### src/rtl/popcount20_vecgen_if.sv
// Request/result handshake bundle for popcount20_vecgen.
// slave = generator side, master = requester/consumer side.
interface popcount20_vecgen_if #(
  parameter int N = 20
);
  logic         in_valid;
  logic         in_ready;
  logic [4:0]   in_count;
  logic         out_valid;
  logic         out_ready;
  logic [N-1:0] out_vec;
  logic [4:0]   out_count;

  modport master (
    output in_valid,
    output in_count,
    output out_ready,
    input  in_ready,
    input  out_valid,
    input  out_vec,
    input  out_count
  );

  modport slave (
    input  in_valid,
    input  in_count,
    input  out_ready,
    output in_ready,
    output out_valid,
    output out_vec,
    output out_count
  );
endinterface

### src/rtl/popcount20_vecgen.sv
// Hamming-weight-controlled 20-bit vector generator.
// Sets (or clears) one LFSR-chosen free bit per cycle until weight k is reached.
module popcount20_vecgen #(
  parameter int          N    = 20,
  parameter logic [15:0] SEED = 16'hACE1
) (
  input logic clk,
  input logic rst_n,
  popcount20_vecgen_if.slave bus
);

  typedef enum logic [1:0] {
    S_IDLE,
    S_FILL,
    S_HOLD
  } state_t;

  localparam logic [15:0] SEED_EFF =
    (SEED == 16'h0000) ? 16'h0001 : SEED;

  state_t       r_state;
  logic [15:0]  r_lfsr;
  logic [N-1:0] r_vec;
  logic [3:0]   r_rem;
  logic         r_cmp;
  logic [4:0]   r_kreg;
  logic         r_in_ready;
  logic         r_out_valid;
  logic [N-1:0] r_out_vec;
  logic [4:0]   r_out_count;

  logic         w_fb;
  logic [4:0]   w_sat;
  logic         w_big;
  logic [3:0]   w_rem0;
  logic [N-1:0] w_vec0;
  logic [4:0]   w_s5;
  logic [4:0]   w_start;
  logic [N-1:0] w_hit;
  logic [5:0]   w_idx;
  logic         w_found;
  logic [4:0]   w_j;
  logic [N-1:0] w_flip;
  logic [N-1:0] w_vec_nx;

  assign w_fb = r_lfsr[15] ^ r_lfsr[13]
              ^ r_lfsr[12] ^ r_lfsr[10];

  assign w_sat  = (bus.in_count > 5'd20) ?
                  5'd20 : bus.in_count;
  // Above half weight, start full and clear bits instead.
  assign w_big  = (w_sat > 5'd10);
  assign w_rem0 = w_big ? 4'(5'd20 - w_sat)
                        : w_sat[3:0];
  assign w_vec0 = w_big ? '1 : '0;

  assign w_s5    = r_lfsr[4:0];
  assign w_start = (w_s5 >= 5'd20) ?
                   (w_s5 - 5'd20) : w_s5;
  assign w_hit   = r_cmp ? r_vec : ~r_vec;

  always_comb begin
    w_found = 1'b0;
    w_j     = '0;
    w_idx   = '0;
    for (int i = 0; i < N; i++) begin
      w_idx = {1'b0, w_start} + 6'(i);
      if (w_idx >= 6'd20)
        w_idx = w_idx - 6'd20;
      if (!w_found && w_hit[w_idx[4:0]]) begin
        w_found = 1'b1;
        w_j     = w_idx[4:0];
      end
    end
  end

  assign w_flip   = w_found ?
                    (N'(1) << w_j) : '0;
  assign w_vec_nx = r_vec ^ w_flip;

  always_ff @(posedge clk or negedge rst_n) begin
    if (!rst_n) begin
      r_state     <= S_IDLE;
      r_lfsr      <= SEED_EFF;
      r_vec       <= '0;
      r_rem       <= '0;
      r_cmp       <= 1'b0;
      r_kreg      <= '0;
      r_in_ready  <= 1'b1;
      r_out_valid <= 1'b0;
      r_out_vec   <= '0;
      r_out_count <= '0;
    end else begin
      r_lfsr <= {r_lfsr[14:0], w_fb};
      unique case (r_state)
        S_IDLE: begin
          if (bus.in_valid) begin
            r_kreg     <= w_sat;
            r_cmp      <= w_big;
            r_vec      <= w_vec0;
            r_rem      <= w_rem0;
            r_in_ready <= 1'b0;
            if (w_rem0 != 4'd0) begin
              r_state <= S_FILL;
            end else begin
              r_state     <= S_HOLD;
              r_out_valid <= 1'b1;
              r_out_vec   <= w_vec0;
              r_out_count <= w_sat;
            end
          end
        end
        S_FILL: begin
          r_vec <= w_vec_nx;
          r_rem <= r_rem - 4'd1;
          if (r_rem == 4'd1) begin
            r_state     <= S_HOLD;
            r_out_valid <= 1'b1;
            r_out_vec   <= w_vec_nx;
            r_out_count <= r_kreg;
          end
        end
        S_HOLD: begin
          if (bus.out_ready) begin
            r_state     <= S_IDLE;
            r_out_valid <= 1'b0;
            r_in_ready  <= 1'b1;
          end
        end
        default: r_state <= S_IDLE;
      endcase
    end
  end

  assign bus.in_ready  = r_in_ready;
  assign bus.out_valid = r_out_valid;
  assign bus.out_vec   = r_out_vec;
  assign bus.out_count = r_out_count;

endmodule

### src/flat_wrapper.sv
// flat-port wrapper written by rule: the top's interface ports become plain ports
module popcount20_vecgen_flat 
#(
  parameter int          N    = 20,
  parameter logic [15:0] SEED = 16'hACE1
)
  (clk, rst_n, bus_in_valid, bus_in_count, bus_out_ready, bus_in_ready, bus_out_valid, bus_out_vec, bus_out_count);
  popcount20_vecgen_if #(.N(N)) bus_i ();
  input logic clk;
  input logic rst_n;
  input wire logic [$bits(bus_i.in_valid)-1:0] bus_in_valid;
  input wire logic [$bits(bus_i.in_count)-1:0] bus_in_count;
  input wire logic [$bits(bus_i.out_ready)-1:0] bus_out_ready;
  output wire logic [$bits(bus_i.in_ready)-1:0] bus_in_ready;
  output wire logic [$bits(bus_i.out_valid)-1:0] bus_out_valid;
  output wire logic [$bits(bus_i.out_vec)-1:0] bus_out_vec;
  output wire logic [$bits(bus_i.out_count)-1:0] bus_out_count;
  assign bus_i.in_valid = bus_in_valid;
  assign bus_i.in_count = bus_in_count;
  assign bus_i.out_ready = bus_out_ready;
  assign bus_in_ready = bus_i.in_ready;
  assign bus_out_valid = bus_i.out_valid;
  assign bus_out_vec = bus_i.out_vec;
  assign bus_out_count = bus_i.out_count;
  popcount20_vecgen #(.N(N), .SEED(SEED)) u_core (.clk(clk), .rst_n(rst_n), .bus(bus_i));
endmodule
### config.mk
export PLATFORM = sky130hd
export DESIGN_NAME = popcount20_vecgen_flat
export DESIGN_NICKNAME = d
export VERILOG_FILES = /design/src/rtl/popcount20_vecgen_if.sv /design/src/rtl/popcount20_vecgen.sv /design/src/flat_wrapper.sv
export SDC_FILE = /design/constraint.sdc
export NUM_CORES = 1
export LEC_CHECK = 0
export ABC_AREA = 1
export BUFFER_PORTS_ARGS = -buffer_cell sky130_fd_sc_hd__buf_4
export CAP_MARGIN = 10
export CORE_UTILIZATION = 64
export DETAILED_ROUTE_END_ITERATION = 12
export PLACE_DENSITY = 0.86
export SLEW_MARGIN = 30
export SYNTH_ARGS = -nofsm -noshare
export SYNTH_HDL_FRONTEND = slang
export SYNTH_SLANG_ARGS = --single-unit
### constraint.sdc
create_clock -name clk -period 6.51 [get_ports clk]
set_clock_uncertainty 0.1 [all_clocks]
set_input_delay 1.302 -clock clk [delete_from_list [all_inputs] [get_ports clk]]
set_output_delay 1.302 -clock clk [all_outputs]
set_load 0.005 [all_outputs]
==> out/results.txt <==
Summing every instance area after synthesis gives 9080 sq um. Clock tree synthesis inserted a total of 9 buffers. The tools report the reg-to-reg setup timing slack as 0.63 ns.

The type of element capturing the critical path is a flop. The count of hold-fix buffers inserted at cts is 0. The worst path needs 5.88 ns of the cycle, external delays included. Sequential cells were found to cover 20.8% of the synthesized design area.

Counting every instance in the synthesized netlist gives 1444. Setup repair after global routing left no endpoint under its margin. The biggest area contributor in the post-synthesis netlist is sky130_fd_sc_hd__nand2_1. The run gives 0 as the number of antenna violations at the first check in global routing.

Most common cell type on the critical path: sky130_fd_sc_hd__nand2_1. In the synthesized netlist the async set-or-reset flop fraction comes to 100%. The tools report the sink of the worst hold path as u_core.r_lfsr[15]$_DFF_PN1_. Across the run, the number of max-cap violations was 0. The analysis attributes to cell leakage a power of 5.19 nW. The cell family with the largest share of critical-path delay is simple AND/OR/NAND/NOR gates. The clock edge transition at the registers on the reported setup and hold paths is 0.06 ns, and the fraction of power spent switching nets is 54.8%.

After the first detailed-routing iteration, the DRC count stood at 715. The tools report the total nets after synthesis as 1495. By area the synthesized netlist is led by sky130_fd_sc_hd__nand2_1 20%, sky130_fd_sc_hd__dfrtp_1 18%, sky130_fd_sc_hd__nand3_1 8.7%, sky130_fd_sc_hd__inv_1 7.4%, sky130_fd_sc_hd__ha_1 5.6%.

The worst hold path was traced through 0 stages. The first global-routing pass estimated 46000 microns of wire. The average instance area after synthesis is 6.29 sq um, and the initial cell density of the core is 65.4%. The worst hold path belongs to the class flop to flop. Dividing total power by cell area gives a power density of 457 nW/um^2.

On the worst path, the slowest cell contributes a delay of 0.44 ns. Global routing used 40.8% of the available tracks. For the number of iterations in the first detailed-routing pass, the log shows 6. The worst-path cell with the longest stage delay was sky130_fd_sc_hd__dfrtp_1. IR analysis of the VDD net gives a maximum drop of 465 uV. In this run the critical register-to-register path is captured at u_core.r_vec[3]$_DFFE_PN0P_.

Yosys mapped a number of flops with a built-in enable equal to 0. For the worst-skew pair, the clock arrives at the later sink with an insertion delay of 0.34 ns. Derived from the worst setup path, the maximum achievable clock frequency is 0.170 GHz. The logs give 8827 for the number of global-route vias before repair and 0 ns for the final total negative setup slack.

The layout filler cell count is 1216, and the number of inserted diodes is 0. The source of the worst register-to-register timing path was u_core.r_lfsr[2]$_DFF_PN0_. The arrival time of the worst setup path is 6.01 ns.

The area added between synthesis and finish is 8.36%. The die covers 14700 sq um. The count of distinct cell types in the synthesized netlist was 63. The combinational share of power came out at 68.9%. After layout, the design draws a total of 0.00450 W. In this run the count of I/O pins placed on the die edge is 36. For this block, the routed nets add up to 28700 microns of wire. The fraction of layout instances using a drive strength above 1 was 14.4%. The site row count is 43. For this design, the sink count on the clock tree is 75. Entering global routing, the biggest net connects 76 pins. The die boundary width is 121 microns. The switching power was 0.00247 W.

Final max-slew violation count: 0. At the pin with the least slew margin, the transition time is 0.909 ns. The number of buffers and inverters on the critical path is 6.

The logs give 1.03 for the placer's final routability congestion estimate and 0 for the number of setup violations in the final report. Area share of the largest cell type after synthesis: 19.5%. The total number of vias was 9669; the number of levels the H-tree was split into was 3. Maximum fanout encountered on the critical timing path: 20. The core region is 13900 sq um. For this run, design rule violations remaining after detail routing come to 0.

Detail-routed via count per cell: 5.81. The most frequent standard cell in the layout excluding fill and tap cells was sky130_fd_sc_hd__nand2_1. By startpoint and endpoint, the worst setup path is classified as flop to flop.

Port buffering added 35 buffers. TritonCTS built the clock tree. The run finished with clean final reports. Counting along the longest clock path gives a buffer depth of 2. The final HPWL from detailed placement is 22300 microns. For the net total in the final layout, the log shows 1531. The worst setup path is launched from a flop. For the data required time of the worst path, the log shows 6.64 ns. In this run the remaining antenna-violating nets after routing total 0. After detailed routing, the average wire length per cell comes to 17.3 microns. From bottom edge to top edge, the die measures 121 microns.

The beginning of the worst hold path was u_core.r_lfsr[14]$_DFF_PN0_. The aggregate global routing overflow is 0, and the part of the cycle the worst path needs is 90.4%. In the layout the commonest cells are 472 x sky130_fd_sc_hd__nand2_1, 179 x sky130_fd_sc_hd__inv_1, 157 x sky130_fd_sc_hd__nand3_1.

The clock power share came out at 12.1%. Measured in cells, the most critical reg-to-reg path has a length of 38. The tools report the buffer type at the clock tree root as sky130_fd_sc_hd__clkbuf_16.

Counting flops and latches in the post-synthesis netlist gives 75. The tools report the internal power as 0.00203 W. For this run, the leading register cell type out of synthesis is sky130_fd_sc_hd__dfrtp_1. The run gives 0 as the total count of hold-check failures in the final report. Per report_power, the sequential group accounts for 19.1% of the total. The tightest slew margin relative to the limit is 39.4%, and the number of warnings printed during yosys synthesis is 0.
[registers in the layout, indices dropped and copies added (netlist names)]
register	flops
u_core.bus.in_ready	1
u_core.r_cmp	1
u_core.r_rem	4
u_core.bus.out_valid	1
u_core.r_vec	20
u_core.bus.out_vec	20
u_core.r_kreg	5
u_core.bus.out_count	5
u_core.r_state	2
u_core.r_lfsr	16
[layout make-up]
type / count / area [sq um] / share of cell area, %
inverters: 199 / 759 / 7.72
well taps: 180 / 225 / 2.29
flip-flops and latches: 75 / 1890 / 19.2
clock inverters: 7 / 98.8 / 1.00
clock buffers: 9 / 225 / 2.29
repair buffers: 63 / 477 / 4.84
multi-input cells: 1132 / 6170 / 62.7
[power groups by stage]
stage	combinational [W]	clock, W	sequential [W]
6_report	0.00310	0.000543	0.000858
2_1_floorplan	0.00213	0	0.000796
3_5_place_dp	0.00299	0	0.000849
5_1_grt	0.00345	0.000563	0.000876
4_1_cts	0.00304	0.000543	0.000852
3_3_place_gp	0.00295	0	0.000844
[repair_timing]
item	4_1_cts	5_1_grt
buffers inserted	0	2
gates resized for setup	0	3
endpoints found under the setup margin	0	22
[kinds of logic after synthesis]
family                     share of synthesized area [%]
adders and majority gates                           5.87
DFF                                                 20.8
and+or+nand+nor                                     43.4
buffers and inverters                               11.5
AOI/OAI and AO/OA                                   12.8
xor gates and xnor gates                            5.66
[worst register-to-register path, delay by kind of cell, from the launching register on]
kind            cells  cell delay, ns
compound gates      6            0.99
fa+ha+maj           2            0.64
buf+inv             6            0.86
flops               1            0.44
simple gates       24            2.75
[cells in the mapped netlist (7+ instances only)]
cell type,count
sky130_fd_sc_hd__o21ai_0,86
sky130_fd_sc_hd__nand2_4,11
sky130_fd_sc_hd__a21oi_1,17
sky130_fd_sc_hd__nor2_2,9
sky130_fd_sc_hd__xnor2_1,12
sky130_fd_sc_hd__buf_4,10
sky130_fd_sc_hd__nand2_2,30
sky130_fd_sc_hd__inv_1,179
sky130_fd_sc_hd__inv_2,12
sky130_fd_sc_hd__nor2_4,12
sky130_fd_sc_hd__buf_6,7
sky130_fd_sc_hd__nand3_1,157
sky130_fd_sc_hd__nor2_1,87
sky130_fd_sc_hd__o21ai_1,23
sky130_fd_sc_hd__dfrtp_1,66
sky130_fd_sc_hd__clkbuf_1,8
sky130_fd_sc_hd__a31oi_1,8
sky130_fd_sc_hd__nand4_1,25
sky130_fd_sc_hd__xor2_1,38
sky130_fd_sc_hd__ha_1,41
sky130_fd_sc_hd__o211ai_1,17
sky130_fd_sc_hd__dfstp_2,9
sky130_fd_sc_hd__nand2_1,472
sky130_fd_sc_hd__nand3_2,11
[metal layers]
layer / global-route usage (%) / up-vias / wire length, microns
li1: - / 4726 / -
met1: 50.0 / 4405 / 11200
met2: 66.6 / 426 / 13500
met3: 5.87 / 112 / 2010
met4: 26.9 / 0 / 2010
met5: 0 / - / 0
[metrics by stage]
stage          worst slack (ns)  hold WS (ns)  cells  util [%]  instance area [sq um]
2_1_floorplan              1.48         0.231   1444         -                   9080
3_3_place_gp              0.703         0.236   1647      68.3                   9480
3_5_place_dp              0.643         0.246   1647      68.3                   9480
4_1_cts                   0.575         0.257   1663      70.7                   9810
5_1_grt                  0.0139         0.259   1665      70.9                   9840
6_report                  0.627         0.254   1665      70.9                   9840
[worst max path at each step]
stage / from / end / slack, ns / depth (start not counted)
after floorplan: u_core.r_lfsr[1]$_DFF_PN0_ / u_core.bus.out_vec[5]$_DFFE_PN0P_ / 1.48 / 34
after global placement: u_core.r_lfsr[0]$_DFF_PN1_ / u_core.r_vec[8]$_DFFE_PN0P_ / 0.70 / 35
after detailed placement: u_core.r_lfsr[0]$_DFF_PN1_ / u_core.r_vec[8]$_DFFE_PN0P_ / 0.64 / 35
after CTS: u_core.r_lfsr[0]$_DFF_PN1_ / u_core.r_vec[3]$_DFFE_PN0P_ / 0.57 / 34
after global routing: u_core.r_lfsr[3]$_DFF_PN0_ / u_core.r_vec[3]$_DFFE_PN0P_ / 0.01 / 37
final: u_core.r_lfsr[2]$_DFF_PN0_ / u_core.r_vec[3]$_DFFE_PN0P_ / 0.63 / 38
Note: power is estimated with default switching activity, not from simulation.
